**src/rtl/flag_unit_if.sv**
```systemverilog
// Bundle of the EX-stage signals seen by the condition-flag stage.
// The master drives operands/controls; the slave returns flags and branch decision.
interface flag_unit_if #(
    parameter int WIDTH = 16,
    parameter int CNT_W = 8
);
    logic [WIDTH-1:0] a_in;
    logic [WIDTH-1:0] b_in;
    logic             sub;
    logic [WIDTH-1:0] sat_sum;
    logic [WIDTH-1:0] alu_result;
    logic [3:0]       op;
    logic             valid_in;
    logic             stall;
    logic             flush;
    logic [2:0]       ccc;
    logic             cnt_clr;
    logic [2:0]       flags;
    logic             cond_true;
    logic [CNT_W-1:0] ovf_cnt;

    modport master (
        output a_in, b_in, sub, sat_sum, alu_result, op,
        output valid_in, stall, flush, ccc, cnt_clr,
        input  flags, cond_true, ovf_cnt
    );

    modport slave (
        input  a_in, b_in, sub, sat_sum, alu_result, op,
        input  valid_in, stall, flush, ccc, cnt_clr,
        output flags, cond_true, ovf_cnt
    );
endinterface

```
**src/rtl/flag_unit.sv**
```systemverilog
// Z/V/N flag register with true-overflow detection, branch condition evaluation
// and a saturating overflow-event counter, sitting behind the saturating adder.
module flag_unit #(
    parameter int WIDTH  = 16,
    parameter int CNT_W  = 8,
    parameter bit BYPASS = 1'b1
) (
    input  logic        clk,
    input  logic        rst,
    flag_unit_if.slave  bus
);
    localparam logic [3:0] OP_ADD = 4'b0000;
    localparam logic [3:0] OP_SUB = 4'b0001;
    localparam logic [3:0] OP_XOR = 4'b0010;
    localparam logic [3:0] OP_SLL = 4'b0100;
    localparam logic [3:0] OP_SRA = 4'b0101;
    localparam logic [3:0] OP_ROR = 4'b0110;

    logic             z_q, v_q, n_q;
    logic             z_nxt, v_nxt, n_nxt;
    logic             z_eff, v_eff, n_eff;
    logic [CNT_W-1:0] cnt_q;
    logic             commit;
    logic             is_arith;
    logic             is_logic;
    logic [WIDTH:0]   a_ext;
    logic [WIDTH:0]   b_ext;
    logic [WIDTH:0]   exact_sum;
    logic             v_calc;
    logic             ovf_event;

    assign commit   = bus.valid_in & ~bus.stall & ~bus.flush;
    assign is_arith = (bus.op == OP_ADD) || (bus.op == OP_SUB);
    assign is_logic = (bus.op == OP_XOR) || (bus.op == OP_SLL) ||
                      (bus.op == OP_SRA) || (bus.op == OP_ROR);

    // One extra bit holds the exact result; overflow shows as the top two bits disagreeing.
    assign a_ext     = {bus.a_in[WIDTH-1], bus.a_in};
    assign b_ext     = {bus.b_in[WIDTH-1], bus.b_in};
    assign exact_sum = bus.sub ? (a_ext - b_ext) : (a_ext + b_ext);
    assign v_calc    = exact_sum[WIDTH] ^ exact_sum[WIDTH-1];
    assign ovf_event = commit & is_arith & v_calc;

    always_comb begin
        z_nxt = z_q;
        v_nxt = v_q;
        n_nxt = n_q;
        if (commit && is_arith) begin
            z_nxt = (bus.sat_sum == '0);
            v_nxt = v_calc;
            n_nxt = bus.sat_sum[WIDTH-1];
        end else if (commit && is_logic) begin
            z_nxt = (bus.alu_result == '0);
        end
    end

    always_ff @(posedge clk) begin
        if (rst) begin
            z_q   <= 1'b0;
            v_q   <= 1'b0;
            n_q   <= 1'b0;
            cnt_q <= '0;
        end else begin
            z_q <= z_nxt;
            v_q <= v_nxt;
            n_q <= n_nxt;
            if (bus.cnt_clr) begin
                cnt_q <= '0;
            end else if (ovf_event && (cnt_q != {CNT_W{1'b1}})) begin
                cnt_q <= cnt_q + 1'b1;
            end
        end
    end

    // Next-state values already equal the register when nothing writes, so bypass is a plain select.
    assign z_eff = BYPASS ? z_nxt : z_q;
    assign v_eff = BYPASS ? v_nxt : v_q;
    assign n_eff = BYPASS ? n_nxt : n_q;

    always_comb begin
        bus.cond_true = 1'b1;
        case (bus.ccc)
            3'b000:  bus.cond_true = ~z_eff;
            3'b001:  bus.cond_true = z_eff;
            3'b010:  bus.cond_true = ~z_eff & ~n_eff;
            3'b011:  bus.cond_true = n_eff;
            3'b100:  bus.cond_true = z_eff | ~n_eff;
            3'b101:  bus.cond_true = n_eff | z_eff;
            3'b110:  bus.cond_true = v_eff;
            default: bus.cond_true = 1'b1;
        endcase
    end

    assign bus.flags   = {z_q, v_q, n_q};
    assign bus.ovf_cnt = cnt_q;
endmodule

```
**src/flat_wrapper.sv**
```systemverilog
// flat-port wrapper written by rule: the top's interface ports become plain ports
module flag_unit_flat 
#(
    parameter int WIDTH  = 16,
    parameter int CNT_W  = 8,
    parameter bit BYPASS = 1'b1
)
  (clk, rst, bus_a_in, bus_b_in, bus_sub, bus_sat_sum, bus_alu_result, bus_op, bus_valid_in, bus_stall, bus_flush, bus_ccc, bus_cnt_clr, bus_flags, bus_cond_true, bus_ovf_cnt);
  flag_unit_if #(.WIDTH(WIDTH), .CNT_W(CNT_W)) bus_i ();
  input  logic clk;
  input  logic rst;
  input wire logic [$bits(bus_i.a_in)-1:0] bus_a_in;
  input wire logic [$bits(bus_i.b_in)-1:0] bus_b_in;
  input wire logic [$bits(bus_i.sub)-1:0] bus_sub;
  input wire logic [$bits(bus_i.sat_sum)-1:0] bus_sat_sum;
  input wire logic [$bits(bus_i.alu_result)-1:0] bus_alu_result;
  input wire logic [$bits(bus_i.op)-1:0] bus_op;
  input wire logic [$bits(bus_i.valid_in)-1:0] bus_valid_in;
  input wire logic [$bits(bus_i.stall)-1:0] bus_stall;
  input wire logic [$bits(bus_i.flush)-1:0] bus_flush;
  input wire logic [$bits(bus_i.ccc)-1:0] bus_ccc;
  input wire logic [$bits(bus_i.cnt_clr)-1:0] bus_cnt_clr;
  output wire logic [$bits(bus_i.flags)-1:0] bus_flags;
  output wire logic [$bits(bus_i.cond_true)-1:0] bus_cond_true;
  output wire logic [$bits(bus_i.ovf_cnt)-1:0] bus_ovf_cnt;
  assign bus_i.a_in = bus_a_in;
  assign bus_i.b_in = bus_b_in;
  assign bus_i.sub = bus_sub;
  assign bus_i.sat_sum = bus_sat_sum;
  assign bus_i.alu_result = bus_alu_result;
  assign bus_i.op = bus_op;
  assign bus_i.valid_in = bus_valid_in;
  assign bus_i.stall = bus_stall;
  assign bus_i.flush = bus_flush;
  assign bus_i.ccc = bus_ccc;
  assign bus_i.cnt_clr = bus_cnt_clr;
  assign bus_flags = bus_i.flags;
  assign bus_cond_true = bus_i.cond_true;
  assign bus_ovf_cnt = bus_i.ovf_cnt;
  flag_unit #(.WIDTH(WIDTH), .CNT_W(CNT_W), .BYPASS(BYPASS)) u_core (.clk(clk), .rst(rst), .bus(bus_i));
endmodule
```
**config.mk**
```make
export PLATFORM = sky130hd
export DESIGN_NAME = flag_unit_flat
export DESIGN_NICKNAME = d
export VERILOG_FILES = /design/src/rtl/flag_unit_if.sv /design/src/rtl/flag_unit.sv /design/src/flat_wrapper.sv
export SDC_FILE = /design/constraint.sdc
export NUM_CORES = 1
export LEC_CHECK = 0
export ABC_AREA = 1
export BUFFER_PORTS_ARGS = -buffer_cell sky130_fd_sc_hd__buf_4
export CAP_MARGIN = 20
export CORE_MARGIN = 5
export CORE_UTILIZATION = 43
export DETAILED_ROUTE_END_ITERATION = 12
export PLACE_DENSITY_LB_ADDON = 0.2
export SYNTH_ARGS = -nofsm -noshare
export SYNTH_HDL_FRONTEND = slang
export SYNTH_SLANG_ARGS = --single-unit
export TNS_END_PERCENT = 20
```
**constraint.sdc**
```tcl
create_clock -name clk -period 8.5 [get_ports clk]
set_input_delay 0.85 -clock clk [delete_from_list [all_inputs] [get_ports clk]]
set_output_delay 0.85 -clock clk [all_outputs]
set_load 0.03 [all_outputs]
```
=== After elaboration in Yosys (flattened, before gate mapping) ===
Index checks and enable logic that the tools add are counted.

* Output and inout port bits: 12
* Word-level logic and storage cells: 49
* Memory bits (read-only): 0
* Memories: 0
* Latch bits: 0
* RAM bits: 0
* Register bits: 11
* Input port bits: 78

* Multipliers: 0
* Equal/unequal tests: 12
* Shift operators: 0
* $add $sub $neg: 3
* Muxes and demuxes: 6
* Div/mod/pow operators: 0
* Reductions and logical operators: 12
* Order comparisons: 0
* Bitwise operators: 12

{| class="wikitable"
|+ Operator list
! kind !! count
|-
| $logic_not 16->1 || 2
|-
| $add 16x16->17 || 1
|-
| $mux 17 || 1
|-
| $sub 16x16->17 || 1
|-
| $eq 4x3->1 const B || 3
|-
| $eq 3x3->1 const B || 3
|-
| $add 8x1->8 const B || 1
|-
| $ne 8x8->1 const B || 1
|-
| $pmux 1 s7 || 1
|-
| $eq 3x2->1 const B || 2
|-
| $and 1x1->1 || 5
|-
| $eq 4x1->1 const B || 1
|-
| $eq 4x2->1 const B || 1
|-
| $logic_not 4->1 || 1
|-
| $logic_or 1x1->1 || 4
|-
| $mux 1 || 4
|-
| $not 1->1 || 4
|-
| $eq 3x1->1 const B || 1
|-
| $logic_and 1x1->1 || 3
|-
| $logic_not 3->1 || 1
|-
| $or 1x1->1 || 2
|-
| $reduce_or 2->1 || 1
|-
| $xor 1x1->1 || 1
|}

=== Depth between registers and ports, before layout ===
Gate-level depths: netlist of run 1.

* Depth after elaboration: 10
* Depth in mapped cells: 23
* Gate-level depth less buffers: 23

=== Least setup slack after synthesis of run 1 ===
Ideal clock, no wire load.

* Path type: input to output
* From: input bus_b_in[1]
* To: output bus_cond_true
* Stages: 23
* Data required time: 7.650 ns
* Path buffers: 0
* Setup slack: 4.232 ns
* Arrival: 3.418 ns
* Cell sequence: inv_1 > ha_1 > nand2_2 > nor2_1 > nand2_1 > nand2_2 > o21ai_0 > nor2_1 > o21ai_0 > xor2_1 > ha_1 > nand2_1 > o21bai_1 > nand2_1 > a21oi_2 > nand2_1 > nand2_1 > nand2_1 > nand3_2 > nand2_4 > o21ai_1 > nand3_1 > nand2_1

* Word-level cells in the longest chain between the ends: 5
* Elaborated cells on any way between the ends: 6
* Classes of those cells: add/sub: 2; mux: 3; bitwise: 1

{| class="wikitable"
|+ Ends and longest elaborated chain
! item !! line !! text
|-
| from (decl) || flat_wrapper.sv:13 || <nowiki>input wire logic [$bits(bus_i.b_in)-1:0] bus_b_in;</nowiki>
|-
| $add 16x16->17 or $sub 16x16->17 (tied branches) || flag_unit.sv:40 || <nowiki>assign exact_sum = bus.sub ? (a_ext - b_ext) : (a_ext + b_ext);</nowiki>
|-
| $mux 17 (*) || flag_unit.sv:40 ||
|-
| $xor 1x1->1 (*) || flag_unit.sv:41 || <nowiki>assign v_calc = exact_sum[WIDTH] ^ exact_sum[WIDTH-1];</nowiki>
|-
| $mux 1 (*) || flag_unit.sv:48 || <nowiki>if (commit && is_arith) begin</nowiki>
|-
| $pmux 1 s7 (*) || flag_unit.sv:82 || <nowiki>case (bus.ccc)</nowiki>
|-
| to (decl) || flat_wrapper.sv:24 || <nowiki>output wire logic [$bits(bus_i.cond_true)-1:0] bus_cond_true;</nowiki>
|}

Mark *: on every way between the ends. The rest lies on a longest branch, timed or not.

=== Worst setup path after layout of run 1 ===
Same ends and word-level chain as after synthesis.

==> summary by stage, run 1 <==
Run status
The flow ran to the end, and the final reports show no timing, DRC or antenna violations.

Timing
The worst-case headroom to the max-slew limit is 75.0%. The count of final hold-check violations is 0. Setup repair after global routing left no endpoint under its margin. The final total negative setup slack is 0 ps.

The share of the clock period used by the worst path is 56.4%. Timing would allow up to 209 MHz. The count of pins over their slew limit is 0. The worst path needs 4790 ps of the cycle, external delays included. The slew at the pin closest to its max-slew limit is 371 ps. Final hold analysis gives a worst-case slack of 516 ps. The count of final setup violators is 0.

The worst clock skew is 0.816 ps.

Critical path
The slowest library cell on the worst path is ha_1. The reg-to-reg critical path endpoint is u_core.bus.ovf_cnt[0]. Data on the critical path is required at its endpoint by 7650 ps. The setup check on the worst reg-to-reg path leaves a slack of 6730 ps.

The data arrival at the endpoint of the critical path is 3940 ps. The critical path start-end classification is in2out. The worst setup path is launched from a primary input. The start of the worst register-to-register path is u_core.bus.ovf_cnt[0].

The largest stage delay on the critical path is 330 ps. The cell family contributing the most delay on the critical path is simple AND/OR/NAND/NOR gates. By instance count, the cell type seen most on the critical path is nand2_1.

The critical path contains buffers and inverters numbering 3 combined. The nature of the critical path endpoint is an output port. Of all nets on the critical path, the largest fanout is 4. Measured in cells, the most critical reg-to-reg path has a length of 7.

Pwr
The share of power burned in registers is 23.5%. In this run switching power makes up 36.6% of total power. The internal power of the cells is 0.000140 W. The total power divided by cell area is 88.0 nW/µm². IR analysis of the VDD net gives a maximum drop of 74.0 µV. The proportion of power drawn by combinational gates is 52.1%. Summed over all nets, the switching power comes to 0.0000808 W. The share of total power dissipated in the clock network is 24.3%. The total chip power is 0.000221 W. The leakage component of the power is 1.32 nW.

CTS
At the later pin of the worst-skew pair, clock insertion delay measures 240 ps. The clock-pin slew reported for the worst setup and hold paths after clock tree synthesis is 50 ps. The hold buffer count at cts is 0.

The clock passes through at most 2 buffers. The tree built by TritonCTS fans out to 11 sinks. In this run, post-CTS repair resized a total of 0 instances. The number of buffers created by CTS is 3. Clock tree synthesis selected as its root buffer the cell clkbuf_8. TritonCTS built the clock tree.

CTS built an H-tree with a depth of 1. In this run the post-CTS setup repair buffer count came out at 0.

Synth
The count of cell types in the netlist is 35. The mean instance size in the synthesized netlist is 6.13 µm². The synthesized cell area is 1760 µm². Sequential cells were found to cover 12.5% of the synthesized design area. For this run, the number of Yosys warnings is 0. The synthesized net count is 382. The cell count after synthesis came out at 287. The total of flip-flops plus latches after synthesis is 11.

Placed design
Routability-driven placement finished with a final weighted congestion of 0.817. The half-perimeter wire length after detailed placement is 4360 µm. The placed standard-cell area is 2460 µm². The count of placed standard cells including taps is 422. In this run the tool buffered the top-level ports with 89 buffer cells.

Route
The final antenna-violating net count is 0. The iteration-0 DRC count of the detailed router is 89. The total wirelength of the detailed-routed design is 4960 µm. The detailed-router iteration count before antenna repair is 4. The detail-routed via count per cell is 4.86. Across all layers, the routed design uses 2070 vias. In the routed design, unresolved DRC markers number 0. The post-detailed-route wirelength per cell is 11.6 µm.

GRT
The number of antenna violations at the first check in global routing came to 0. The number of global-route vias before repair is 2071. The global-route total usage across every layer is 18.8%. The first global-routing pass estimated 8450 µm of wire.

The pin count of the biggest net entering global routing is 11. The total congestion overflow after global routing is 0.

Finish
Relative to the synthesized area, the layout overhead comes to 42.5%. The count of cells in the finished layout, fillers not included, comes to 426. The commonest non-fill, non-tap cell in the layout is buf_4. The final layout contains 472 nets. The post-route cell area is 2510 µm². The repair_antennas step left the layout with diodes totalling 0. Of the cells placed in the final design, the portion with a size suffix greater than 1 is 30.3%.

In the layout the commonest cells are buf_4 (89), nand2_1 (67), nor2_1 (34).

Floorplan
The number of primary I/O pins is 90. The core outline area is 3970 µm². The standard-cell row count is 23.

The floorplan step defined a die boundary enclosing 5470 µm². The floorplan die height is 74.0 µm. Once the floorplan was initialized, standard cells occupied 44.3% of the core. The overall die width is 74.0 µm.

Min path
The number of cells on the worst hold path is 2. For hold timing, the worst endpoint is u_core.bus.ovf_cnt[7]. The startpoint identified for the worst hold timing path is u_core.bus.ovf_cnt[7]. In this run the worst hold path is classified as reg2reg.

Run
The count of max-cap constraint violations is 0.
## worst min-delay path, delay by kind of cell (launching register included)
family           cells  cell delay, ps
flip-flops           1             340
AND/OR/NAND/NOR      1              70
AO/OA/AOI/OAI        1              60
## Yosys cell counts, drive strengths merged
cell type	number	share of area (%)
nand2	74	18
inv	38	8.3
nor2	37	9.4
nand3	22	6.8
a21oi	20	5.9
ha	17	12
o21ai	17	5.3
xor2	17	8.5
dfxtp	11	13
nor4	8	2.8
nand4	5	2.1
buf	4	1.6
nor3	4	1.1
xnor2	4	2.0
and2	3	1.1
a21o	1	0.43
a22oi	1	0.43
nor3b	1	0.71
o21bai	1	0.43
o22a	1	0.50
o31ai	1	0.43
## flip-flops by register name, summed over array words and instances (netlist names)
signal	flops
u_core.bus.ovf_cnt	8
u_core.n_q	1
u_core.v_q	1
u_core.z_q	1
## cell families (layout without fill, tap and decap cells)
| family | count (synthesis) | count (layout) | share of synthesized area [%] |
|---|---|---|---|
| AND/OR/NAND/NOR | 154 | 154 | 41.7 |
| AO/OA/AOI/OAI | 42 | 42 | 13.4 |
| buffers and inverters | 42 | 131 | 9.81 |
| XOR/XNOR | 21 | 21 | 10.5 |
| adder cells (fa/ha/maj) | 17 | 17 | 12.1 |
| flip-flops | 11 | 11 | 12.5 |
## worst max-delay path by stage
| stage | start | cells past startpoint | endpoint |
|---|---|---|---|
| final | bus_b_in[1] | 25 | bus_cond_true |
| after global routing | bus_b_in[1] | 25 | bus_cond_true |
| after CTS | bus_b_in[1] | 25 | bus_cond_true |
| after detailed placement | bus_b_in[1] | 25 | bus_cond_true |
| after global placement | bus_b_in[1] | 25 | bus_cond_true |
| after floorplan | bus_b_in[1] | 23 | bus_cond_true |
## metrics by stage
stage	worst slack, ps	util, %
after floorplan	4230	-
after global placement	3790	62.0
after detailed placement	3740	62.0
after CTS	3710	63.1
after global routing	3260	63.1
final	3710	63.1
## metal layers
layer  routed length (µm)  share of wire, %  GRT usage [%]  vias up
met5                    0                 0              0        -
met4                   51               1.0           5.03        0
met3                  226               4.6           1.76        6
met2                 2560                52           33.7       49
met1                 2130                43           24.0      899
li1                     -                 -              -     1116
## power by group through the flow
stage / Clock (W) / Sequential [W] / Combinational, W
after detailed placement: 0 / 0.0000530 / 0.000115
after global placement: 0 / 0.0000530 / 0.000113
after floorplan: 0 / 0.0000531 / 0.0000714
after CTS: 0.0000553 / 0.0000519 / 0.000116
after global routing: 0.0000576 / 0.0000519 / 0.000131
final: 0.0000537 / 0.0000519 / 0.000115
## cell type report
cell class	instances	area (µm²)
clock buffers	4	45.0
flip-flops and latches	11	220
multi-input cells	234	1370
fillers	389	1460
repair buffers	89	668
well taps	50	62.6
inverters	38	145
Note: power is estimated with default switching activity, not from simulation.
==> run 2: changes to the inputs <==
Settings changed: ABC_AREA 1 to 0, CORE_UTILIZATION 43 to 40.
Clock period 8.5 ns to 4.1 ns, I/O delays scaled along.
==> run 2 against run 1 <==
  * Sequential share of layout area increased by 1.0 points
  * Core utilization down 1.4 points
  * Critical path depth is 9 lower
  * Worst hold slack lost 150 ps
  * Register-to-register slack lost 4600 ps
  * Via count decreased by 12%
  * Routed wire length shrank 8.2%
  * Global-route usage is 1.6 points lower
  * First-iteration DRC count fell by 24%
  * Clock skew up 3.3 ps
  * Critical endpoint unchanged
  * Highest routed layer unchanged
==> summary by stage, run 2 <==
Run status
The run finished with clean final reports.

CTS
The TritonCTS clock tree is built. The CTS sink count is 11 (unchanged). The number of buffers created by CTS is 3 (unchanged).

The maximum clock path buffer count is 2 (unchanged). The root buffer cell chosen for the clock tree is clkbuf_8. The latest clock arrival within the worst-skew pair was 240 ps (about the same). The H-tree depth reported by CTS came to 1 (unchanged).

The number of setup buffers added after CTS is 0 (unchanged). The clock-pin slew reported for the worst setup and hold paths after clock tree synthesis came to 50 ps (about the same).

Synth
The commonest cells after synthesis are a21oi_1 (21), nor2_1 (18), ha_1 (17). The post-synthesis share of cell area spent on full adders, half adders and majority gates was 14.3% (+2.2 points). The synthesized cell area is 1490 µm² (-16%). The most common cell in the synthesized netlist is a21oi_1.

Of all cell types, the one taking the most synthesized area is dfxtp_1. The count of cell types in the netlist is 40 (+14%). The post-synthesis compound-gate area fraction is 22.1% (+8.7 points).

The simple logic cell fraction of the synthesized area is 28.1% (-14 points). The gate count of the mapped netlist was 202 (-30%). The share of flip-flops with an asynchronous set or reset came to 0% (unchanged).

The count of synthesis-stage warnings from yosys was 0 (unchanged). The share of the synthesized netlist area taken by xor and xnor gates is 11.2% (+0.75 points). The number of flops mapped to enable cells by yosys is 0 (unchanged).

The dominant register cell in the synthesized netlist is dfxtp_1. The share of the yosys chip area belonging to registers is 14.8% (+2.3 points). After synthesis, the cell types taking the most area are dfxtp_1 (15%), ha_1 (14%), xnor2_1 (8.3%), a21oi_1 (7.1%), nor4_1 (4.6%). The fraction of synthesized area in multiplexers is 4.13% (+4.1 points). The mean instance size in the synthesized netlist is 7.35 µm² (+20%).

After synthesis, the largest family of logic cells by area is simple AND/OR/NAND/NOR gates. The synthesized net count was 297 (-22%). The fraction of synthesized cell area taken by the top area cell type is 14.8% (+0.53 points). The total of flip-flops plus latches after synthesis came to 11 (unchanged).

Critical path
The data arrival at the endpoint of the critical path came to 3460 ps (-480 ps). The largest fanout of any net on the critical path is 4 (unchanged). The slowest stage of the critical path is the ha_1 cell.

The most frequent cell on the critical path is buf_4. The largest stage delay on the critical path is 320 ps (about the same). STA classifies the critical path startpoint as a primary input. Walking the worst path, the cells encountered are buf_4 > nor3_2 > buf_4 > and3_1 > a21oi_1 > xnor2_1 > ha_1 > and3_1 > a41oi_1 > o221ai_1 > a41oi_1 > xnor2_1 > xor2_1 > a31oi_1 > a211oi_1 > buf_4.

The worst setup path is of the in2out kind. The depth of the worst register-to-register path is 6 (-1). The worst endpoint required time came to 3690 ps (-3960 ps). The start of the worst register-to-register path is u_core.bus.ovf_cnt[0]. The most critical setup path has its startpoint at bus_b_in[4]. The nature of the critical path endpoint is an output port.

Min path
The path category of the worst min-delay check is in2reg. The startpoint identified for the worst hold timing path is rst. The number of cells on the worst hold path is 2 (unchanged).

Route
The post-detailed-route wirelength per cell is 13.5 µm (+16%). The highest routing layer actually used is met4. The final antenna-violating net count is 0 (unchanged). The iteration-0 DRC count of the detailed router is 68 (-24%). The total vias in the final route was 1820 (-12%). The total wirelength of the detailed-routed design is 4550 µm (-8.2%). The routed metal-1 wire length is 1940 µm (-8.7%). The detailed-router iteration count before antenna repair is 4 (unchanged). The total length of routed met3 wires is 478 µm (+110%).

The detail-routed via count per cell is 5.38 (+11%). The met2 routed wirelength is 2110 µm (-17%). The number of DRC violations after detailed routing is 0 (unchanged).

Pwr
The switching share of power is 32.2% (-4.5 points). The part of the total power dissipated in the clock network is 25.8% (+1.5 points). The internal power of the cells is 0.000288 W (+110%).

The proportion of power drawn by combinational gates is 48.9% (-3.2 points). The total power divided by cell area came to 189 nW/µm² (+120%). The net switching power is 0.000137 W (+69%).

The leakage component of the power was 1.01 nW (-23%). The share of power burned in registers is 25.3% (+1.8 points). The worst-case vdd ir drop is 149 µV (+100%).

Finish
In the layout the commonest cells are buf_4 (91), a21oi_1 (21), nor2_1 (17), ha_1 (17), xnor2_1 (14). The filler cell count in the final layout is 359 (-7.7%). The total inserted antenna cells is 0 (unchanged). The post-route cell area is 2240 µm² (-11%). The total number of nets in the final design is 386 (-18%). The area added between synthesis and finish is 51.1%. Leaving out fill and tap cells, the most frequent cell in the layout is buf_4. The fraction of final layout cells sized beyond drive strength 1 is 35.2% (+4.9 points).

The number of flip-flops under the largest register name is 8 (unchanged).

Floorplan
The floorplan die height is 70.9 µm (-4.1%). The core outline area was 3630 µm² (-8.5%). The standard-cell row count is 22 (-4.3%).

The overall die width is 70.9 µm (-4.1%). The effective utilization at floorplan is 40.9% (-3.4 points). The full die area is 5030 µm² (-8.0%). The number of primary I/O pins was 90 (unchanged).

Timing
The worst clock skew is 4.08 ps (+3.27 ps). The count of pins over their slew limit is 0 (unchanged). The slew at the pin closest to its max-slew limit is 443 ps (+71.9 ps). The final total negative setup slack is 0 ps (unchanged). The worst-case headroom to the max-slew limit is 70.2% (-4.8 points). After layout, the minimum clock period comes to 3870 ps. The count of final hold-check violations was 0 (unchanged). Setup repair after global routing left no endpoint under its margin. The count of final setup violators is 0 (unchanged). Timing would allow up to 259 MHz. Dividing the final minimum period by the clock period gives 94.3%. The worst path setup slack after routing came to 232 ps (-3470 ps).

GRT
The total congestion overflow after global routing is 0 (unchanged). The global-route total usage across every layer was 17.2% (-1.6 points). The wire length of the first global-routing pass is 7400 µm (-12%). The number of global-route vias before repair came to 1719 (-17%). The number of antenna violations at the first check in global routing is 0 (unchanged). The pin count of the biggest net entering global routing is 17 (+6).

Placed design
The routability-driven placement congestion ratio is 0.862 (+5.6%). The total of buffers placed on input and output ports is 89 (unchanged). The placement-stage worst setup slack is 154 ps (-3580 ps). The half-perimeter wire length after detailed placement came to 3880 µm (-11%). The placed standard-cell area is 2180 µm² (-11%).

Run
The count of max-cap constraint violations came to 0 (unchanged).
run 2: final cells by class:
type	instances	area [µm²]	area share (%)
Clock buffer	3	41.3	1.84
Sequential cell	11	220	9.82
Multi-Input combinational cell	175	1200	53.5
Clock inverter	1	5.00	0.223
Tap cell	48	60.1	2.68
Timing Repair Buffer	91	683	30.5
Inverter	9	33.8	1.51
run 2: power groups by stage:
| stage | Combinational (W) | Sequential, W | Clock, W |
|---|---|---|---|
| floorplan | 0.000109 | 0.000110 | 0 |
| global placement | 0.000203 | 0.000110 | 0 |
| detailed placement | 0.000206 | 0.000110 | 0 |
| CTS | 0.000207 | 0.000108 | 0.000111 |
| global route | 0.000232 | 0.000107 | 0.000116 |
| finish | 0.000208 | 0.000108 | 0.000110 |
run 2: critical path, delay by kind of cell:
family | cells | cell delay (ps)
XOR/XNOR | 3 | 560
buffers and inverters | 3 | 490
AND/OR/NAND/NOR | 3 | 650
adder cells (fa/ha/maj) | 1 | 320
AO/OA/AOI/OAI | 6 | 1000
run 2: path summary, 6_finish.rpt:
kind	end	slack (ps)
hold / removal	u_core.v_q	360
hold reg to reg	u_core.v_q	490
setup / recovery	bus_cond_true	230
setup reg to reg	u_core.bus.ovf_cnt[5]	2100
run 2: repair_timing:
action	4_1_cts	5_1_grt
hold buffers	0	0
resized for setup	0	3
endpoints found under the setup margin	0	1
run 2: cell families after synthesis:
kind of cell	after synthesis
adder cells (fa/ha/maj)	17
multiplexers	6
AO/OA/AOI/OAI	54
buffers and inverters	16
AND/OR/NAND/NOR	79
XOR/XNOR	19
flip-flops	11
run 2: routing by layer:
| metal | vias up | track usage, % |
|---|---|---|
| met5 | - | 0 |
| met4 | 0 | 1.88 |
| li1 | 937 | - |
| met2 | 88 | 29.6 |
| met1 | 793 | 21.8 |
| met3 | 2 | 5.40 |
run 2: metrics by stage:
stage	instances	hold slack [ps]	total power [W]	utilization (%)
after floorplan	202	444	0.000219	-
after detailed placement	334	481	0.000316	60.1
after CTS	338	363	0.000425	61.4
after global placement	334	483	0.000313	60.1
after global routing	338	364	0.000456	61.7
final	338	363	0.000425	61.7
==> run 3: changes to the inputs <==
Settings changed: CORE_MARGIN 5 to 1, CTS_BUF_LIST set to sky130_fd_sc_hd__clkbuf_16.
==> run 3 against run 2 <==
  * Non-clock buffer count grew 1
  * Sequential cell count is the same
  * Worst hold slack gained 1.6 ps
  * Power grew 17%
  * Sequential share of layout area shrank 0.22 points
  * Via count grew 3.6%
  * Critical endpoint unchanged
  * Largest power group unchanged
==> summary by stage, run 3 (same netlist as run 2, synthesis figures left out) <==
Route
The final antenna-violating net count is 0 (unchanged). The total wirelength of the detailed-routed design is 4600 µm (+1.1%). The total vias in the final route is 1886 (+3.6%). The post-detailed-route wirelength per cell came to 13.7 µm (+1.4%). The detail-routed via count per cell is 5.60 (+3.9%). The iteration-0 DRC count of the detailed router is 69 (+1.5%). The detailed-router iteration count before antenna repair was 4 (unchanged).

The number of DRC violations after detailed routing came to 0 (unchanged).

Timing
The final hold slack is 365 ps (+1.59 ps). The worst clock skew is 2.85 ps (-1.24 ps). The count of final setup violators was 0 (unchanged). The slew at the pin closest to its max-slew limit was 380 ps (-63.0 ps).

The count of final hold-check violations is 0 (unchanged). The worst-case headroom to the max-slew limit is 74.5% (+4.2 points). The share of the clock period used by the worst path came to 93.3% (-1.0 points). The time the worst path needs with I/O delays and setup is 3830 ps (-41.4 ps).

The peak clock frequency supported by timing is 261 MHz (+1.1%). The count of pins over their slew limit is 0 (unchanged).

CTS
The cell at the root of the clock tree is clkbuf_16. The H-tree depth reported by CTS is 1 (unchanged). TritonCTS built the clock tree. The number of buffers created by CTS is 3 (unchanged). The latest clock arrival within the worst-skew pair was 240 ps (about the same). The clock-pin slew reported for the worst setup and hold paths after clock tree synthesis came to 40 ps (about the same). The maximum clock path buffer count is 2 (unchanged).

The hold buffer count at cts is 0 (unchanged). The CTS sink count is 11 (unchanged).

Finish
The core occupancy in the finished layout is 66.7% (+4.9 points). The top cell types in the final layout, fill and taps aside, are buf_4 (92), a21oi_1 (21), nor2_1 (17), ha_1 (17), xnor2_1 (14). The total number of nets in the final design is 387 (+0.26%).

The commonest non-fill, non-tap cell in the layout is buf_4. The area added between synthesis and finish is 54.5%. The filler cell count in the final layout is 319 (-11%). The fraction of final layout cells sized beyond drive strength 1 was 35.4% (+0.22 points). The total inserted antenna cells is 0 (unchanged). The number of flip-flops under the largest register name is 8 (unchanged).

Floorplan
The number of primary I/O pins came to 90 (unchanged). The standard-cell row count is 21 (-4.5%). The floorplan die height was 62.9 µm (-11%). The effective utilization at floorplan came to 43.1% (+2.3 points).

The core outline area is 3440 µm² (-5.3%). The overall die width is 62.9 µm (-11%). The full die area came to 3960 µm² (-21%).

Critical path
The largest stage delay on the critical path is 300 ps (-20 ps). The worst endpoint required time is 3690 ps (about the same). The worst setup path is captured at an output port.

The largest delay contributor family on the critical path is compound AO/OA/AOI/OAI gates. The largest fanout of any net on the critical path was 3 (-1). The data arrival at the endpoint of the critical path came to 3420 ps (-40 ps).

The depth of the worst register-to-register path came to 6 (unchanged). The critical path start-end classification is in2out. The most frequent cell on the critical path is buf_4. The number of buffer and inverter stages on the critical path was 3 (unchanged).

The signal on the critical path passes through buf_4 > nor3_2 > a21oi_1 > nor2_2 > buf_4 > xor2_1 > ha_1 > and3_1 > a41oi_1 > o221ai_1 > a41oi_1 > xnor2_1 > xor2_1 > a31oi_1 > a211oi_2 > buf_4. The launching element type of the critical path is a primary input. The start of the worst register-to-register path is u_core.bus.ovf_cnt[0]. The reg2reg setup slack is 2100 ps (about the same). The slowest library cell on the worst path is nor3_2.

The reg-to-reg critical path endpoint is u_core.bus.ovf_cnt[5].

Pwr
The switching share of power is 29.4% (-2.8 points). The share of power burned in registers is 21.7% (-3.6 points). The proportion of power drawn by combinational gates is 43.1% (-5.8 points). The worst-case vdd ir drop is 117 µV (-22%).

The leakage component of the power was 1.04 nW (+2.5%). The net switching power is 0.000146 W (+7.0%). The total power divided by cell area is 217 nW/µm² (+15%). The internal power of the cells is 0.000352 W (+22%). The part of the total power dissipated in the clock network came to 35.3% (+9.5 points).

Min path
The worst hold path terminates at u_core.n_q. In this run the most critical hold path is launched from rst. The number of cells on the worst hold path is 2 (unchanged). The path class of the tightest hold or removal check is in2reg.

Run
The count of max-cap constraint violations came to 0 (unchanged).

GRT
The pin count of the biggest net entering global routing was 17 (unchanged). The global-route total usage across every layer is 22.5% (+5.3 points). The number of global-route vias before repair is 1726 (+0.41%). The total congestion overflow after global routing is 0 (unchanged). The number of antenna violations at the first check in global routing is 0 (unchanged). The wire length of the first global-routing pass is 7170 µm (-3.2%).

Placed design
The routability-driven placement congestion ratio was 0.865 (+0.38%). The total of buffers placed on input and output ports came to 89 (unchanged). The half-perimeter wire length after detailed placement is 3750 µm (-3.5%).

Run status
The flow ran to the end, and the final reports show no timing, DRC or antenna violations.
## run 3: changes by cell type in the layout (fill, tap and decap cells not counted), sizes merged
cell | previous run | this run
clkinv | 1 | 0
buf | 91 | 92
inv | 9 | 10
## run 3: what timing repair did
action                                  4_1_cts  5_1_grt
endpoints found under the setup margin        0        1
endpoints found under the hold margin         0        0
setup buffers                                 0        2
resized for setup                             0        5
## run 3: power by group through the flow
stage | registers [W] | clock network [W] | logic, W
CTS | 0.000108 | 0.000177 | 0.000202
floorplan | 0.000110 | 0 | 0.000109
global placement | 0.000110 | 0 | 0.000198
detailed placement | 0.000110 | 0 | 0.000201
global route | 0.000108 | 0.000184 | 0.000237
finish | 0.000108 | 0.000176 | 0.000214
## run 3: how the worst max path moves through the flow
stage,startpoint,endpoint,slack [ps],cells past startpoint
2_1_floorplan,bus_b_in[4],bus_cond_true,110,14
3_3_place_gp,bus_b_in[4],bus_cond_true,130,16
3_5_place_dp,bus_b_in[2],bus_cond_true,20,16
4_1_cts,bus_b_in[2],bus_cond_true,30,16
5_1_grt,bus_b_in[4],bus_cond_true,-30,16
6_report,bus_b_in[4],bus_cond_true,270,16
## run 3: stage by stage
stage	power [W]	instance area, µm²	setup WS (ps)	TNS, ps	instances
floorplan	0.000219	1490	105	0	202
global placement	0.000308	2170	127	0	331
detailed placement	0.000311	2170	24.1	0	331
CTS	0.000486	2250	26.0	0	335
global route	0.000529	2290	-34.9	-34.9	337
finish	0.000498	2290	273	0	337
## run 3: area by class of cell
class                      count  area, µm²  share of cell area [%]
timing repair buffer          92        691                    30.1
inverter                       9       33.8                    1.47
tap                           46       57.6                    2.51
clock inverter                 1       3.75                   0.164
sequential                    11        220                    9.60
clock buffer                   3       75.1                    3.27
multi-input combinational    175       1210                    52.9
## run 3: per-layer routing
metal  wire, µm  global-route usage (%)
met1       1740                    23.7
met2       2360                    42.7
met3        452                    6.57
met4         53                    5.52
met5          0                       0
